`src/rtl/riscmakers_dcache_refill_ctrl_if.sv`:
```
// Bus bundle of the D-cache refill controller: refill request, store-hit write,
// memory refill beat stream and the data store write port.
interface riscmakers_dcache_refill_ctrl_if #(
    parameter int IDX_W      = 8,
    parameter int CNT_W      = 2,
    parameter int BEAT_WIDTH = 32,
    parameter int LINE_WIDTH = 128
);
    logic                    req_valid_i;
    logic                    req_ready_o;
    logic [IDX_W-1:0]        req_index_i;

    logic                    st_valid_i;
    logic                    st_ready_o;
    logic [IDX_W-1:0]        st_index_i;
    logic [CNT_W-1:0]        st_beat_i;
    logic [BEAT_WIDTH/8-1:0] st_be_i;
    logic [BEAT_WIDTH-1:0]   st_wdata_i;

    logic                    mem_valid_i;
    logic                    mem_ready_o;
    logic [BEAT_WIDTH-1:0]   mem_data_i;
    logic                    mem_last_i;

    logic                    ds_en_o;
    logic                    ds_we_o;
    logic [LINE_WIDTH/8-1:0] ds_be_o;
    logic [IDX_W-1:0]        ds_addr_o;
    logic [LINE_WIDTH-1:0]   ds_wdata_o;

    // slave: the refill controller; master: whoever drives requests, stores and beats
    modport slave (
        input  req_valid_i, req_index_i,
        input  st_valid_i, st_index_i, st_beat_i, st_be_i, st_wdata_i,
        input  mem_valid_i, mem_data_i, mem_last_i,
        output req_ready_o, st_ready_o, mem_ready_o,
        output ds_en_o, ds_we_o, ds_be_o, ds_addr_o, ds_wdata_o
    );

    modport master (
        output req_valid_i, req_index_i,
        output st_valid_i, st_index_i, st_beat_i, st_be_i, st_wdata_i,
        output mem_valid_i, mem_data_i, mem_last_i,
        input  req_ready_o, st_ready_o, mem_ready_o,
        input  ds_en_o, ds_we_o, ds_be_o, ds_addr_o, ds_wdata_o
    );
endinterface

```
`src/rtl/riscmakers_dcache_refill_ctrl.sv`:
```
// D-cache data store write front end: assembles refill beats into a full line write and
// forwards byte-enabled store hits as single-beat partial writes between refills.
module riscmakers_dcache_refill_ctrl #(
    parameter int LINE_WIDTH = 128,
    parameter int BEAT_WIDTH = 32,
    parameter int NUM_WORDS  = 256
) (
    input  logic                                 clk_i,
    input  logic                                 rst_i,
    riscmakers_dcache_refill_ctrl_if.slave       bus,
    output logic                                 busy_o,
    output logic                                 done_o,
    output logic                                 err_o
);
    localparam int BEATS      = LINE_WIDTH / BEAT_WIDTH;
    localparam int CNT_W      = $clog2(BEATS);
    localparam int IDX_W      = $clog2(NUM_WORDS);
    localparam int BEAT_BYTES = BEAT_WIDTH / 8;
    localparam int LINE_BYTES = LINE_WIDTH / 8;

    typedef enum logic [1:0] {
        IDLE,
        FILL,
        WRITE
    } state_t;

    state_t                state;
    logic [CNT_W-1:0]      beat_cnt;
    logic [IDX_W-1:0]      idx_q;
    logic [BEAT_WIDTH-1:0] line_buf [BEATS];

    logic                  req_fire;
    logic                  st_fire;
    logic                  mem_fire;
    logic                  last_beat;
    logic [LINE_BYTES-1:0] st_be_line;
    logic [LINE_WIDTH-1:0] line_assembled;

    // Refill wins over a simultaneous store; readies are held low while reset is asserted.
    assign bus.req_ready_o = ~rst_i & (state == IDLE);
    assign bus.st_ready_o  = ~rst_i & (state == IDLE) & ~bus.req_valid_i;
    assign bus.mem_ready_o = ~rst_i & (state == FILL);

    assign req_fire  = bus.req_valid_i & bus.req_ready_o;
    assign st_fire   = bus.st_valid_i  & bus.st_ready_o;
    assign mem_fire  = bus.mem_valid_i & bus.mem_ready_o;
    assign last_beat = (beat_cnt == CNT_W'(BEATS - 1));
    assign busy_o    = (state != IDLE);

    always_comb begin
        // NOTE: every always_comb output gets a default first so no path leaves it unassigned (no latch).
        st_be_line     = LINE_BYTES'(bus.st_be_i) << (int'(bus.st_beat_i) * BEAT_BYTES);
        line_assembled = '0;
        // The final beat goes straight into the line so the write can issue the cycle after it.
        for (int i = 0; i < BEATS; i++) begin
            line_assembled[i*BEAT_WIDTH +: BEAT_WIDTH] =
                (i == BEATS - 1) ? bus.mem_data_i : line_buf[i];
        end
    end

    // NOTE: the line buffer is plain storage with no reset; every slot is rewritten before it is used.
    always_ff @(posedge clk_i) begin
        if (mem_fire) begin
            line_buf[beat_cnt] <= bus.mem_data_i;
        end
    end

    // NOTE: sequential state uses non-blocking assignments only, so all flops update from pre-edge values.
    always_ff @(posedge clk_i) begin
        if (rst_i) begin
            state          <= IDLE;
            beat_cnt       <= '0;
            idx_q          <= '0;
            bus.ds_en_o    <= 1'b0;
            bus.ds_we_o    <= 1'b0;
            bus.ds_be_o    <= '0;
            bus.ds_addr_o  <= '0;
            bus.ds_wdata_o <= '0;
            done_o         <= 1'b0;
            err_o          <= 1'b0;
        end else begin
            bus.ds_en_o <= 1'b0;
            bus.ds_we_o <= 1'b0;
            bus.ds_be_o <= '0;
            done_o      <= 1'b0;
            err_o       <= 1'b0;
            case (state)
                IDLE: begin
                    if (req_fire) begin
                        idx_q    <= bus.req_index_i;
                        beat_cnt <= '0;
                        state    <= FILL;
                    end else if (st_fire) begin
                        bus.ds_en_o    <= 1'b1;
                        bus.ds_we_o    <= 1'b1;
                        bus.ds_be_o    <= st_be_line;
                        bus.ds_addr_o  <= bus.st_index_i;
                        bus.ds_wdata_o <= {BEATS{bus.st_wdata_i}};
                    end
                end
                FILL: begin
                    if (mem_fire) begin
                        beat_cnt <= beat_cnt + 1'b1;
                        if (last_beat) begin
                            // A full line is committed even when the last marker is missing.
                            bus.ds_en_o    <= 1'b1;
                            bus.ds_we_o    <= 1'b1;
                            bus.ds_be_o    <= '1;
                            bus.ds_addr_o  <= idx_q;
                            bus.ds_wdata_o <= line_assembled;
                            done_o         <= 1'b1;
                            err_o          <= ~bus.mem_last_i;
                            state          <= WRITE;
                        end else if (bus.mem_last_i) begin
                            err_o <= 1'b1;
                            state <= IDLE;
                        end
                    end
                end
                WRITE:   state <= IDLE;
                default: state <= IDLE;
            endcase
        end
    end
endmodule

```
`src/flat_wrapper.sv`:
```
// flat-port wrapper written by rule: the top's interface ports become plain ports
module riscmakers_dcache_refill_ctrl_flat 
#(
    parameter int LINE_WIDTH = 128,
    parameter int BEAT_WIDTH = 32,
    parameter int NUM_WORDS  = 256
)
  (clk_i, rst_i, busy_o, done_o, err_o, bus_req_valid_i, bus_req_index_i, bus_st_valid_i, bus_st_index_i, bus_st_beat_i, bus_st_be_i, bus_st_wdata_i, bus_mem_valid_i, bus_mem_data_i, bus_mem_last_i, bus_req_ready_o, bus_st_ready_o, bus_mem_ready_o, bus_ds_en_o, bus_ds_we_o, bus_ds_be_o, bus_ds_addr_o, bus_ds_wdata_o);
  riscmakers_dcache_refill_ctrl_if #(.IDX_W(8), .CNT_W(2), .BEAT_WIDTH(BEAT_WIDTH), .LINE_WIDTH(LINE_WIDTH)) bus_i ();
  input  logic clk_i;
  input  logic rst_i;
  output logic busy_o;
  output logic done_o;
  output logic err_o;
  input wire logic [$bits(bus_i.req_valid_i)-1:0] bus_req_valid_i;
  input wire logic [$bits(bus_i.req_index_i)-1:0] bus_req_index_i;
  input wire logic [$bits(bus_i.st_valid_i)-1:0] bus_st_valid_i;
  input wire logic [$bits(bus_i.st_index_i)-1:0] bus_st_index_i;
  input wire logic [$bits(bus_i.st_beat_i)-1:0] bus_st_beat_i;
  input wire logic [$bits(bus_i.st_be_i)-1:0] bus_st_be_i;
  input wire logic [$bits(bus_i.st_wdata_i)-1:0] bus_st_wdata_i;
  input wire logic [$bits(bus_i.mem_valid_i)-1:0] bus_mem_valid_i;
  input wire logic [$bits(bus_i.mem_data_i)-1:0] bus_mem_data_i;
  input wire logic [$bits(bus_i.mem_last_i)-1:0] bus_mem_last_i;
  output wire logic [$bits(bus_i.req_ready_o)-1:0] bus_req_ready_o;
  output wire logic [$bits(bus_i.st_ready_o)-1:0] bus_st_ready_o;
  output wire logic [$bits(bus_i.mem_ready_o)-1:0] bus_mem_ready_o;
  output wire logic [$bits(bus_i.ds_en_o)-1:0] bus_ds_en_o;
  output wire logic [$bits(bus_i.ds_we_o)-1:0] bus_ds_we_o;
  output wire logic [$bits(bus_i.ds_be_o)-1:0] bus_ds_be_o;
  output wire logic [$bits(bus_i.ds_addr_o)-1:0] bus_ds_addr_o;
  output wire logic [$bits(bus_i.ds_wdata_o)-1:0] bus_ds_wdata_o;
  assign bus_i.req_valid_i = bus_req_valid_i;
  assign bus_i.req_index_i = bus_req_index_i;
  assign bus_i.st_valid_i = bus_st_valid_i;
  assign bus_i.st_index_i = bus_st_index_i;
  assign bus_i.st_beat_i = bus_st_beat_i;
  assign bus_i.st_be_i = bus_st_be_i;
  assign bus_i.st_wdata_i = bus_st_wdata_i;
  assign bus_i.mem_valid_i = bus_mem_valid_i;
  assign bus_i.mem_data_i = bus_mem_data_i;
  assign bus_i.mem_last_i = bus_mem_last_i;
  assign bus_req_ready_o = bus_i.req_ready_o;
  assign bus_st_ready_o = bus_i.st_ready_o;
  assign bus_mem_ready_o = bus_i.mem_ready_o;
  assign bus_ds_en_o = bus_i.ds_en_o;
  assign bus_ds_we_o = bus_i.ds_we_o;
  assign bus_ds_be_o = bus_i.ds_be_o;
  assign bus_ds_addr_o = bus_i.ds_addr_o;
  assign bus_ds_wdata_o = bus_i.ds_wdata_o;
  riscmakers_dcache_refill_ctrl #(.LINE_WIDTH(LINE_WIDTH), .BEAT_WIDTH(BEAT_WIDTH), .NUM_WORDS(NUM_WORDS)) u_core (.clk_i(clk_i), .rst_i(rst_i), .bus(bus_i), .busy_o(busy_o), .done_o(done_o), .err_o(err_o));
endmodule
```
`config.mk`:
```
export PLATFORM = sky130hd
export DESIGN_NAME = riscmakers_dcache_refill_ctrl_flat
export DESIGN_NICKNAME = d
export VERILOG_FILES = /design/src/rtl/riscmakers_dcache_refill_ctrl_if.sv /design/src/rtl/riscmakers_dcache_refill_ctrl.sv /design/src/flat_wrapper.sv
export SDC_FILE = /design/constraint.sdc
export NUM_CORES = 1
export LEC_CHECK = 0
export ABC_AREA = 1
export BUFFER_PORTS_ARGS = -buffer_cell sky130_fd_sc_hd__buf_4
export CAP_MARGIN = 20
export CORE_ASPECT_RATIO = 1.75
export CORE_UTILIZATION = 44
export CTS_CLUSTER_DIAMETER = 40
export DETAILED_ROUTE_END_ITERATION = 12
export PLACE_DENSITY = 0.67
export SETUP_SLACK_MARGIN = 0.5
export SYNTH_ARGS = -nofsm -noshare
export SYNTH_HDL_FRONTEND = slang
export SYNTH_SLANG_ARGS = --single-unit
export TNS_END_PERCENT = 30
```
`constraint.sdc`:
```
create_clock -name clk_i -period 2.8 [get_ports clk_i]
set_input_delay 0.28 -clock clk_i [delete_from_list [all_inputs] [get_ports clk_i]]
set_output_delay 0.28 -clock clk_i [all_outputs]
set_load 0.03 [all_outputs]
```
Yosys cells after proc, flatten, opt, wreduce, memory -nomap -nowiden
Memory sizes are Yosys's and may differ from the RTL's. Index checks and enable logic that the tools add are counted.

Output and inout port bits: 160. Logic and storage cells: 72. Bits in registers: 167. Memories kept: 1. RAM bits: 128. Bits of input ports: 92.

Reduce and logical (&&, ||, !) cells: 9. Multiplexer cells: 32. Shift operators: 1. Bitwise operators: 11. Add/subtract/negate cells: 1. Eq/ne operators: 8.

Memories: u_core.line_buf (words 4, bits a word 32, read ports 3, clocked after Yosys merged registers in 0, wr ports 1, RTL line riscmakers_dcache_refill_ctrl.sv:30) `logic [BEAT_WIDTH-1:0] line_buf [BEATS];`.

Operators with widths (number): 2-to-1 mux 128 bit (4); one-hot mux 128 bit (2 select lines) (1); 2-to-1 mux 16 bit (4); 2-to-1 mux 8 bit (4); one-hot mux 16 bit (2 select lines) (1); one-hot mux 8 bit (2 select lines) (1); << shifter 4 x 4 -> 16 bit (1); 2-to-1 mux 2 bit (6); 2-to-1 mux 1 bit (8); inequality test 2 x 1 -> 1 bit (second input constant) (4); one-hot mux 2 bit (2 select lines) (2); bitwise AND 1 bit (6); AND reduction 3 bit (2); NOT 1 bit (5); AND reduction 5 bit (1); nonzero test 2 bit (2); inequality test 3 x 2 -> 1 bit (second input constant) (1); OR reduction 3 bit (1); adder 2 x 1 -> 2 bit (second input constant) (1); equality test 2 x 1 -> 1 bit (second input constant) (1); equality test 2 bit (second input constant) (1); logical NOT 2 bit (1); inequality test 2 bit (second input constant) (1); one-hot mux 1 bit (2 select lines) (1); 2 further kinds (2).

Logic depth before layout (Yosys ltp)
Gate-level depths: netlist of the first run.

Depth after elaboration: 7. Mapped depth: 9. Mapped depth without buffers: 7.

Worst setup path before layout of the first run
No wires, ideal clock.

Path type: register -> register. From: register u_core.state[1]. To: memory u_core.line_buf[0][0] (enable). Required time: 2.379 ns. Arrival: 2.340 ns. Cell stages (with the launch flop): 6. Slack: 0.039 ns. Buffers on the path: 0. Setup time: 0.421 ns. Period minus slack after synthesis: 2.761 ns. Path through: dfxtp_1 -> inv_2 -> nand2_2 -> nor2_2 -> nand2_1 -> nor2_1.

Word-level cells in the longest chain between the ends: 5.

RTL lines: start, declared (RTL line riscmakers_dcache_refill_ctrl.sv:27) `state_t state;`; start signal, assigned (RTL line riscmakers_dcache_refill_ctrl.sv:71) `state <= IDLE;`; start signal, assigned (RTL line riscmakers_dcache_refill_ctrl.sv:92) `state <= FILL;`; start signal, assigned (RTL line riscmakers_dcache_refill_ctrl.sv:113) `state <= WRITE;`; equality test 2 x 1 -> 1 bit (RTL line riscmakers_dcache_refill_ctrl.sv:42) `assign bus.mem_ready_o = ~rst_i & (state == FILL);`; bitwise AND 1 bit (RTL line riscmakers_dcache_refill_ctrl.sv:42); net bus_mem_ready_o (RTL line flat_wrapper.sv:27) `output wire logic [$bits(bus_i.mem_ready_o)-1:0] bus_mem_ready_o;`; bitwise AND 1 bit (RTL line riscmakers_dcache_refill_ctrl.sv:46) `assign mem_fire = bus.mem_valid_i & bus.mem_ready_o;`; 2-to-1 mux 1 bit (RTL line riscmakers_dcache_refill_ctrl.sv:63) `if (mem_fire) begin`; 2-to-1 mux 1 bit (implied by the code) (RTL line riscmakers_dcache_refill_ctrl.sv:64) `line_buf[beat_cnt] <= bus.mem_data_i;`; end, declared (RTL line riscmakers_dcache_refill_ctrl.sv:30).

The timed path passes the listed nets, and every way through them passes these cells.

Worst setup path in the final report of the first run
From: register u_core.state[1]. To: register u_core.bus.ds_wdata_o[9].

Word-level cells in the longest chain between the ends: 6. Elaborated cells between the ends (all ways): 15. Classes of those cells: eq/ne: 5; mux: 1; bitwise: 6; reduce/logical: 3.

RTL lines: logical NOT 2 bit (RTL line riscmakers_dcache_refill_ctrl.sv:40, riscmakers_dcache_refill_ctrl.sv:41, riscmakers_dcache_refill_ctrl.sv:87); bitwise AND 1 bit (RTL line riscmakers_dcache_refill_ctrl.sv:40, riscmakers_dcache_refill_ctrl.sv:41); bitwise AND 1 bit (RTL line riscmakers_dcache_refill_ctrl.sv:41) `assign bus.st_ready_o = ~rst_i & (state == IDLE) & ~bus.req_valid_i;`; bitwise AND 1 bit (RTL line riscmakers_dcache_refill_ctrl.sv:45) `assign st_fire = bus.st_valid_i & bus.st_ready_o;`; inequality test 2 x 1 -> 1 bit (no line); AND reduction 5 bit (no line); end signal, assigned (RTL line riscmakers_dcache_refill_ctrl.sv:98) `bus.ds_wdata_o <= {BEATS{bus.st_wdata_i}};`; end signal, assigned (RTL line riscmakers_dcache_refill_ctrl.sv:110) `bus.ds_wdata_o <= line_assembled;`; end, declared (RTL line riscmakers_dcache_refill_ctrl_if.sv:37) `output ds_en_o, ds_we_o, ds_be_o, ds_addr_o, ds_wdata_o`.

Several ways; a longest one is shown, not always the timed one. A chain may end at the register's enable or synchronous reset.

==> run metrics, run 1 <==
status finished clean; Yosys warnings 0; Area growth, synth to finish 31.6%; Nets ~1,800; max-cap violations 0; endpoints failing hold 0; power per cell area 620 mW/mm2; post_cts resized 0; CTS Buffer Depth 3; Initial Utilization 44.8%; fmax ~0.50 GHz; DIE WIDTH about 120 um; first-pass GRT wire length 47,600 um; Routed WL 29,700 um; GRT Total Usage between 20% and 30%; Worst Setup Start Kind flop; Die Y ~210 um; fin crit share 71.9%; Max Fanout on Critical Path 47; Fillers 2,334; Fin Clk Skew around 0.013 ns; vias in the first global route 9,436; IO Pins approximately 250; die area around 0.026 mm2; DR vias 9,962; CP Capture Type flop; total CTS buffers 29; Max VDD drop 0.000461 V; Worst-path clk slew around 0.07 ns; most frequent cells in the layout nand2_1 (452), buf_4 (267), dfxtp_1 (167); syn nets 1,551; sequential element share of the synthesized area between 50% and 60%; WP data arrival about 2.4 ns; final setup vio count 0; XOR/XNOR share of the synthesized area 0%; antenna-violating nets left 0; initial antenna violation count 2; Synth Area in Compound Gates 8.01%; H-tree levels 1; fraction of layout cells with a size suffix above 1 between 10% and 20%; DRC viols 0; Rows between 70 and 80; clock period minus worst slack ~2.0 ns; Crit Path Class flop to flop; largest net degree at the start of global routing 134; number of sinks on the clock net around 260; hpwl dp slightly below 20,000 um; HP Class primary input to flop; FF+latch count, synth approximately 260; core area ~0.025 mm2; Post-Synthesis Cell Area between 0.01 and 0.015 mm2; Synth Area in Simple Gates between 20% and 30%; Pleak a little over 7 nW; CTS tree done; Synth Area in Adders less than 1%; GPL Wtd Cong between 0.8 and 0.9; Post-CTS Setup Bufs 0; critical path required time around 3.2 ns; Via density between 4 and 5; post-synthesis mux area share 0%; Total Neg Setup Slack 0 ns; grt ovf 0; Clock Latency Late Sink around 0.54 ns; drt initial violations 685; Mean Syn Cell Area roughly 8 um2; main combinational cell family by area after synthesis simple AND/OR/NAND/NOR gates; RSZ-0062 raised after global routing no; worst-margin pin slew approximately 1.1 ns; Slew Limit Headroom between 20% and 30%; Netlist cell types 18; Mapped Cells approximately 1,500; root buf cell clkbuf_16; wire length per cell 14.5 um; IO buf count roughly 250; DR pass1 iterations 5; Tot Pwr a little over 0.009 W; most common cell after layout, fill and taps aside nand2_1; final count of pins violating max slew 0
-- report_power, final --
part,total [W],internal [W],switching (W)
registers,0.00416,0.00409,0.0000740
clock network,0.00383,0.00221,0.00163
logic,0.00124,0.000475,0.000761
total,0.00923,0.00677,0.00246
-- synth_stat cells (all sizes together) --
library cell	count	area share (%)
a21oi	138	6.1
buf	74	3.5
clkbuf	29	0.96
dfxtp	167	30
edfxtp	96	25
ha	4	0.44
inv	163	5.4
nand2	453	15
nand3	148	6.6
nand4	2	0.11
nor2	146	4.9
o21ai	19	0.84
o31ai	16	1.1
-- critical path: stages, from the launching register on --
cell and delay (ns):
dfxtp_1 0.35, inv_2 0.09, nand2_2 0.06, nor2_2 0.17, nand3_4 0.51, buf_12 0.41, a21oi_1 0.19, nor2_1 0.07
-- metrics by stage --
step	utilization, %	instance area (um2)	std cells	worst slack, ns	hold slack (ns)
2_1_floorplan	-	11300	1455	0.0387	0.373
3_3_place_gp	53.4	13500	1947	0.858	0.454
3_5_place_dp	53.4	13500	1947	0.794	0.459
4_1_cts	58.9	14900	2042	0.802	0.0183
5_1_grt	59.0	14900	2044	0.639	0.0383
6_report	59.0	14900	2044	0.788	0.0410
-- cells by family after synthesis --
family | after synthesis
flip-flops | 263
AND/OR/NAND/NOR | 749
buffers and inverters | 266
adder cells (fa/ha/maj) | 4
AO/OA/AOI/OAI | 173
-- final cells by class --
cell class / instances / area [um2] / share of cell area, %
Antenna cell: 2 / 5.00 / 0.0336
Timing Repair Buffer: 321 / 2670 / 17.9
Clock inverter: 19 / 193 / 1.29
Multi-Input combinational cell: 926 / 4010 / 26.9
Inverter: 163 / 614 / 4.13
Clock buffer: 34 / 776 / 5.21
Sequential cell: 263 / 6230 / 41.8
Tap cell: 316 / 395 / 2.66
-- per-layer routing --
metal  up-vias  routed length [um]  global-route usage [%]
li1       5092                   -                       -
met1      4494               11500                    26.2
met2       314               15100                    40.0
met3        62                1840                    4.31
met4         0                1210                    10.2
met5         -                   0                       0
-- state kept, by name, indices dropped and copies added, names as in the netlist --
signal / count
u_core.state: 2
u_core.bus.ds_we_o: 1
u_core.err_o: 1
u_core.beat_cnt: 2
u_core.bus.ds_be_o: 16
u_core.idx_q: 8
u_core.done_o: 1
u_core.line_buf: 96
u_core.bus.ds_wdata_o: 128
u_core.bus.ds_addr_o: 8
-- what timing repair did --
action / 4_1_cts / 5_1_grt
hold buffers: 42 / 0
endpoints found under the setup margin: 0 / 0
endpoints found under the hold margin: 109 / 0
-- path summary, 6_finish.rpt --
check                        from                       end  slack, ns  cells past startpoint
setup reg to reg  u_core.state[1]  u_core.bus.ds_wdata_o[9]       0.79                      7
hold reg to reg   u_core.idx_q[2]           u_core.idx_q[2]       0.47                      2
setup / recovery  u_core.state[1]  u_core.bus.ds_wdata_o[9]       0.79                      7
hold / removal              rst_i        u_core.beat_cnt[1]       0.04                      2
No activity file was read; power rests on OpenSTA's default activity.
==> run 2: changes to the inputs <==
- clock period: 2.8 -> 2.11 ns (I/O delays scaled with it)
==> run 2 against run 1 <==
Against the previous run:
- combinational power grew 38%
- wire length grew 6.2%
- register-to-register slack lost 0.24 ns
- highest routed layer unchanged
- via count grew 2.3%
- clock power grew 22%
==> run metrics, run 2 (same netlist as run 1, synthesis figures left out) <==
grt ovf 0 (unchanged); Slew Limit Headroom 49.2% (was 27.4%); CTS Buffer Depth 3 (unchanged); Worst Setup Start Kind flop (unchanged); Area growth, synth to finish 34.9% (was 31.6%); final count of pins violating max slew 0 (unchanged); fmax around 0.62 GHz; Crit Path Class flop to output port (was flop to flop); DRC viols 0 (unchanged); HP Class primary input to flop (unchanged); hold path cells 5 (was 2); first-pass GRT wire length 47,400 um (was 47,600 um); largest net degree at the start of global routing 138 (was 134); Total Neg Setup Slack 0 ns (unchanged); root buf cell clkbuf_16 (unchanged); Endpoint, Worst Hold u_core.bus.ds_addr_o[3] (was u_core.beat_cnt[1]); final setup vio count 0 (unchanged); endpoints failing hold 0 (unchanged); most common cell after layout, fill and taps aside nand2_1 (unchanged); crit-path max cell delay 0.37 ns (was 0.51 ns); Die Y 214 um (unchanged); reg2reg setup slack 0.55 ns (was 0.79 ns); Worst Reg2Reg Path Length in Cells 6 (was 7); clock period minus worst slack 1.61 ns; r2r endpoint u_core.line_buf[0][8] (was u_core.bus.ds_wdata_o[9]); WP data arrival 1.40 ns (was 2.44 ns); wire length per cell 15.3 um (was 14.5 um); Antenna Cells 0 (was 2); CTS tree done (unchanged); status finished clean (unchanged); Hold Startpoint bus_st_index_i[3] (was rst_i); Max Fanout on Critical Path 4 (was 47); most frequent cells in the layout nand2_1 (450), buf_4 (266), dfxtp_1 (165) (was nand2_1 (452), buf_4 (267), dfxtp_1 (167)); IO Pins 252 (unchanged); DIE WIDTH 123 um (unchanged); RSZ-0062 raised after global routing yes (was no); Max VDD drop 0.000599 V (was 0.000461 V); number of sinks on the clock net 263 (unchanged); worst-margin pin slew 0.762 ns (was 1.09 ns); core area 0.0252 mm2 (unchanged); GPL Wtd Cong 0.849 (was 0.817); IO buf count 251 (unchanged); CP Capture Type output port (was flop); fin crit share 76.5%; cells along the critical path nor2_4 -> nand2_2 -> nor2_1 -> buf_4 (was inv_2 -> nand2_2 -> nor2_2 -> nand3_4 -> buf_12 -> a21oi_1 -> nor2_1); Pleak 7.41 nW (was 7.23 nW); largest reg by FF count u_core.bus.ds_wdata_o (unchanged); area of the multi-input gates 0.00404 mm2 (was 0.00401 mm2); final worst hold slack 0.0196 ns (was 0.0410 ns); DP Worst Slack 0.435 ns (was 0.794 ns); initial antenna violation count 0 (was 2); Worst-path clk slew 0.06 ns (was 0.07 ns); antenna-violating nets left 0 (unchanged); Routed WL 31,500 um (was 29,700 um); Largest register FFs 128 (unchanged); power per cell area 781 mW/mm2 (was 620 mW/mm2); Nets 1,823 (was 1,800); Initial Utilization 44.8% (unchanged); fraction of layout cells with a size suffix above 1 20.4% (was 19.6%); GRT Total Usage 22.6% (was 22.8%); total CTS buffers 27 (was 29); Via density 4.94 (was 4.87); slowest CP cell dfxtp_4 (was nand3_4); Clock Latency Late Sink 0.53 ns (was 0.54 ns); Fillers 2,232 (was 2,334); top flop regs u_core.bus.ds_wdata_o x128, u_core.line_buf x96, u_core.bus.ds_be_o x16 (unchanged); DR pass1 iterations 7 (was 5); die area 0.0264 mm2 (unchanged); Fin Clk Skew 0.0130 ns (was 0.0133 ns); r2r startpoint u_core.state[1] (unchanged); worst setup margin 0.496 ns (was 0.788 ns); H-tree levels 1 (unchanged); hpwl dp 19,600 um (was 19,300 um); drt initial violations 594 (was 685); Rows 77 (unchanged); critical path required time 1.90 ns (was 3.23 ns); vias in the first global route 9,399 (was 9,436); max-cap violations 0 (unchanged); DR vias 10,193 (was 9,962); Seq. cell area 0.00623 mm2 (about the same)
==> run 2: cell count changes in the layout (fill, tap and decap cells not counted), moves of 3 or more <==
cell	change
dlygate4sd3_1	+9
buf_6	+7
buf_16	+6
clkbuf_8	+5
buf_12	-3
clkbuf_16	+3
inv_6	-3
==> run 2: worst max-delay path: cells and delay by family (launching register included) <==
kind	cells	cell delay (ns)
flip-flops	1	0.37
AND/OR/NAND/NOR	3	0.33
buffers and inverters	1	0.17
==> run 2: report_power, final <==
group / total [W] / internal [W] / switching [W] / leakage (nW)
Clock: 0.00468 / 0.00267 / 0.00201 / 0.426
Combinational: 0.00171 / 0.000677 / 0.00103 / 4.76
Sequential: 0.00552 / 0.00542 / 0.0000996 / 2.23
==> run 2: worst max-delay path by stage <==
stage          depth (start not counted)                         end             from  slack (ns)
6_report                               4              bus_st_ready_o  u_core.state[1]        0.50
2_1_floorplan                          5       u_core.line_buf[0][0]  u_core.state[1]        0.35
3_3_place_gp                           7  u_core.bus.ds_wdata_o[123]  u_core.state[1]        0.46
3_5_place_dp                           8   u_core.bus.ds_wdata_o[10]            rst_i        0.44
5_1_grt                                4              bus_st_ready_o  u_core.state[1]        0.43
4_1_cts                                6       u_core.line_buf[1][8]  u_core.state[1]        0.50
==> run 2: per-layer routing <==
| metal | wire [um] | vias to the layer above | global-route usage (%) |
|---|---|---|---|
| met2 | 16100 | 354 | 39.7 |
| met4 | 1220 | 0 | 9.76 |
| met5 | 0 | - | 0 |
| li1 | - | 5140 | - |
| met3 | 2020 | 66 | 3.94 |
| met1 | 12200 | 4633 | 26.4 |
==> run 2: cell type report <==
class | instances | share of cell area (%)
Inverter | 163 | 4.04
Timing Repair Buffer | 346 | 20.3
Clock inverter | 12 | 0.714
Sequential cell | 263 | 40.9
Clock buffer | 37 | 5.00
Multi-Input combinational cell | 926 | 26.5
Tap cell | 316 | 2.59
==> run 2: per-stage QoR <==
step                std cells  power, W  utilization [%]  area [um2]
floorplan                1455   0.00661                -       11300
global placement         1947   0.00719             53.5       13500
detailed placement       1947   0.00722             53.5       13500
CTS                      2051    0.0119             59.4       15000
global route             2063    0.0124             60.4       15300
finish                   2063    0.0119             60.4       15300
==> run 2: what timing repair did <==
item	4_1_cts	5_1_grt
pin swaps	4	5
resized for setup	7	12
hold endpoints to repair	123	0
cloned	1	8
hold buffers	51	0
buffers inserted	3	4
endpoints found under the setup margin	118	134
==> run 3: changes to the inputs <==
- PLACE_DENSITY: 0.67 -> 0.7
- clock period: 2.11 -> 1.4 ns (I/O delays scaled with it)
==> run 3 against run 2 <==
Against the previous run:
- clock power increased by 54%
- power is 54% higher
- combinational power increased by 67%
- critical path depth grew 6
- the flow now finishes with violations (negative setup slack)
- sequential share of layout area is 3.1 points lower
- cell count up 2.8%
==> run metrics, run 3 (same netlist as run 1, synthesis figures left out) <==
Max VDD drop 0.00109 V (was 0.000599 V); Worst Setup Start Kind flop (unchanged); IO buf count 251 (unchanged); Seq pwr share 45.3% (was 46.4%); CP Capture Type flop (was output port); GRT Total Usage 23.7% (was 22.6%); GPL Wtd Cong 0.840 (was 0.849); top flop regs u_core.bus.ds_wdata_o x128, u_core.line_buf x96, u_core.bus.ds_be_o x16 (unchanged); largest reg by FF count u_core.bus.ds_wdata_o (unchanged); first-pass GRT wire length 49,400 um (was 47,400 um); Largest register FFs 128 (unchanged); Total Neg Setup Slack -39.50 ns (was 0 ns); final setup vio count 250 (was 0); Routed WL 33,400 um (was 31,500 um); Max Fanout on Critical Path 9 (was 4); Initial Utilization 44.8% (unchanged); DR top layer met4 (unchanged); antenna-violating nets left 0 (unchanged); Pleak 8.00 nW (was 7.41 nW); Slew Limit Headroom 73.6% (was 49.2%); Via density 5.02 (was 4.94); worst setup margin -0.245 ns (was 0.496 ns); core area 0.0252 mm2 (unchanged); drt initial violations 544 (was 594); metal3 WL 2060 um (was 2020 um); Die Y 214 um (unchanged); Antenna Cells 0 (unchanged); critical path required time 1.88 ns (was 1.90 ns); most frequent cells in the layout nand2_1 (444), buf_4 (281), dfxtp_1 (165) (was nand2_1 (450), buf_4 (266), dfxtp_1 (165)); Clock Latency Late Sink 0.55 ns (was 0.53 ns); fin crit share 118%; worst-margin pin slew 0.396 ns (was 0.762 ns); final count of pins violating max slew 0 (unchanged); met2 routed WL 17,200 um (was 16,100 um); H-tree levels 1 (unchanged); root buf cell clkbuf_16 (unchanged); Nets 1,881 (was 1,823); violated checks negative setup slack; final worst hold slack 0.0164 ns (was 0.0196 ns); HP Class primary input to flop (unchanged); switching pwr 0.00491 W (was 0.00314 W); die area 0.0264 mm2 (unchanged); initial antenna violation count 0 (unchanged); status finished with violations (was finished clean); largest net degree at the start of global routing 71 (was 138); WP data arrival 2.12 ns (was 1.40 ns); DR vias 10,647 (was 10,193); power per cell area 1110 mW/mm2 (was 781 mW/mm2); DRC viols 0 (unchanged); Clk pwr share 39.1% (was 39.3%); max-cap violations 0 (unchanged); hpwl dp 20,600 um (was 19,600 um); reg2reg setup slack -0.25 ns (was 0.55 ns); vias in the first global route 9,851 (was 9,399); RSZ-0062 raised after global routing yes (unchanged); DIE WIDTH 123 um (unchanged); Area growth, synth to finish 46.2% (was 34.9%); fraction of layout cells with a size suffix above 1 28.5% (was 20.4%); Worst-path clk slew 0.07 ns (was 0.06 ns); Net Sw Frac 26.7% (was 26.4%); endpoints failing hold 0 (unchanged); CTS tree done (unchanged); grt ovf 0 (unchanged); CTS Buffer Depth 3 (unchanged); Rows 77 (unchanged); Fin Clk Skew 0.0146 ns (was 0.0130 ns); Int Pwr 0.0135 W (was 0.00877 W); met1 WL 12,800 um (was 12,200 um); wire length per cell 15.8 um (was 15.3 um); Gate power share 15.5% (was 14.4%); fmax 0.608 GHz; Crit Path Class flop to flop (was flop to output port); IO Pins 252 (unchanged); most common cell after layout, fill and taps aside nand2_1 (unchanged); total CTS buffers 27 (unchanged); DP Worst Slack -0.0848 ns (was 0.435 ns); DR pass1 iterations 8 (was 7); number of sinks on the clock net 263 (unchanged); clock period minus worst slack 1.65 ns
[run 3: cell count changes in the layout (fill, tap and decap cells not counted), moves of 15 or more]
cell / before / now
a21oi_1: 138 / 71
a21oi_2: 0 / 64
buf_12: 9 / 25
buf_4: 266 / 281
nand3_1: 147 / 114
nand3_2: 0 / 32
[run 3: worst max-delay path: stages, from the launching register on]
cell       delay (ns)
dfxtp_4          0.37
buf_6            0.10
nand2_4          0.05
nor2_4           0.09
buf_6            0.11
nand3_4          0.16
buf_12           0.22
clkbuf_16        0.17
nand3_2          0.07
nand2_1          0.08
nor2_1           0.13
[run 3: per-layer routing]
| metal | track usage (%) | vias to the layer above |
|---|---|---|
| met5 | 0 | - |
| met4 | 10.5 | 0 |
| met3 | 4.63 | 80 |
| met2 | 41.8 | 369 |
| met1 | 27.0 | 4934 |
| li1 | - | 5264 |
[run 3: cell type report]
class                   instances  area, um2
flip-flops and latches        263       6230
well taps                     316        395
repair buffers                404       3860
clock inverters                11        103
fillers                      2009       8710
inverters                     163        614
clock buffers                  38        788
multi-input cells             926       4530
[run 3: worst paths after layout]
check,depth (start not counted),endpoint,from
worst max register to register,10,u_core.bus.ds_wdata_o[8],u_core.state[0]
worst max-delay path,10,u_core.bus.ds_wdata_o[8],u_core.state[0]
worst min register to register,2,u_core.idx_q[6],u_core.idx_q[6]
worst min-delay path,5,u_core.bus.ds_wdata_o[126],bus_st_wdata_i[30]
[run 3: metrics by stage]
stage               area (um2)  util, %  total power (W)  std cells
global route             16500     65.5           0.0191       2121
finish                   16500     65.5           0.0184       2121
detailed placement       13900     55.2           0.0110       1985
global placement         13900     55.2           0.0109       1985
floorplan                11300        -          0.00996       1455
CTS                      15800     62.7           0.0183       2103
[run 3: power by group through the flow]
stage | sequential (W) | clock, W | combinational, W
after floorplan | 0.00888 | 0 | 0.00107
after global placement | 0.00849 | 0 | 0.00242
after detailed placement | 0.00849 | 0 | 0.00246
after CTS | 0.00832 | 0.00731 | 0.00271
after global routing | 0.00834 | 0.00762 | 0.00309
final | 0.00833 | 0.00719 | 0.00285
[run 3: what timing repair did]
action                                  in CTS  in global routing
pin swaps                                    6                 19
endpoints found under the setup margin     423                423
buffers inserted                             4                  8
resized for setup                           80                 88
endpoints found under the hold margin      172                  0
gates cloned                                 2                 10
hold buffers                                63                  0
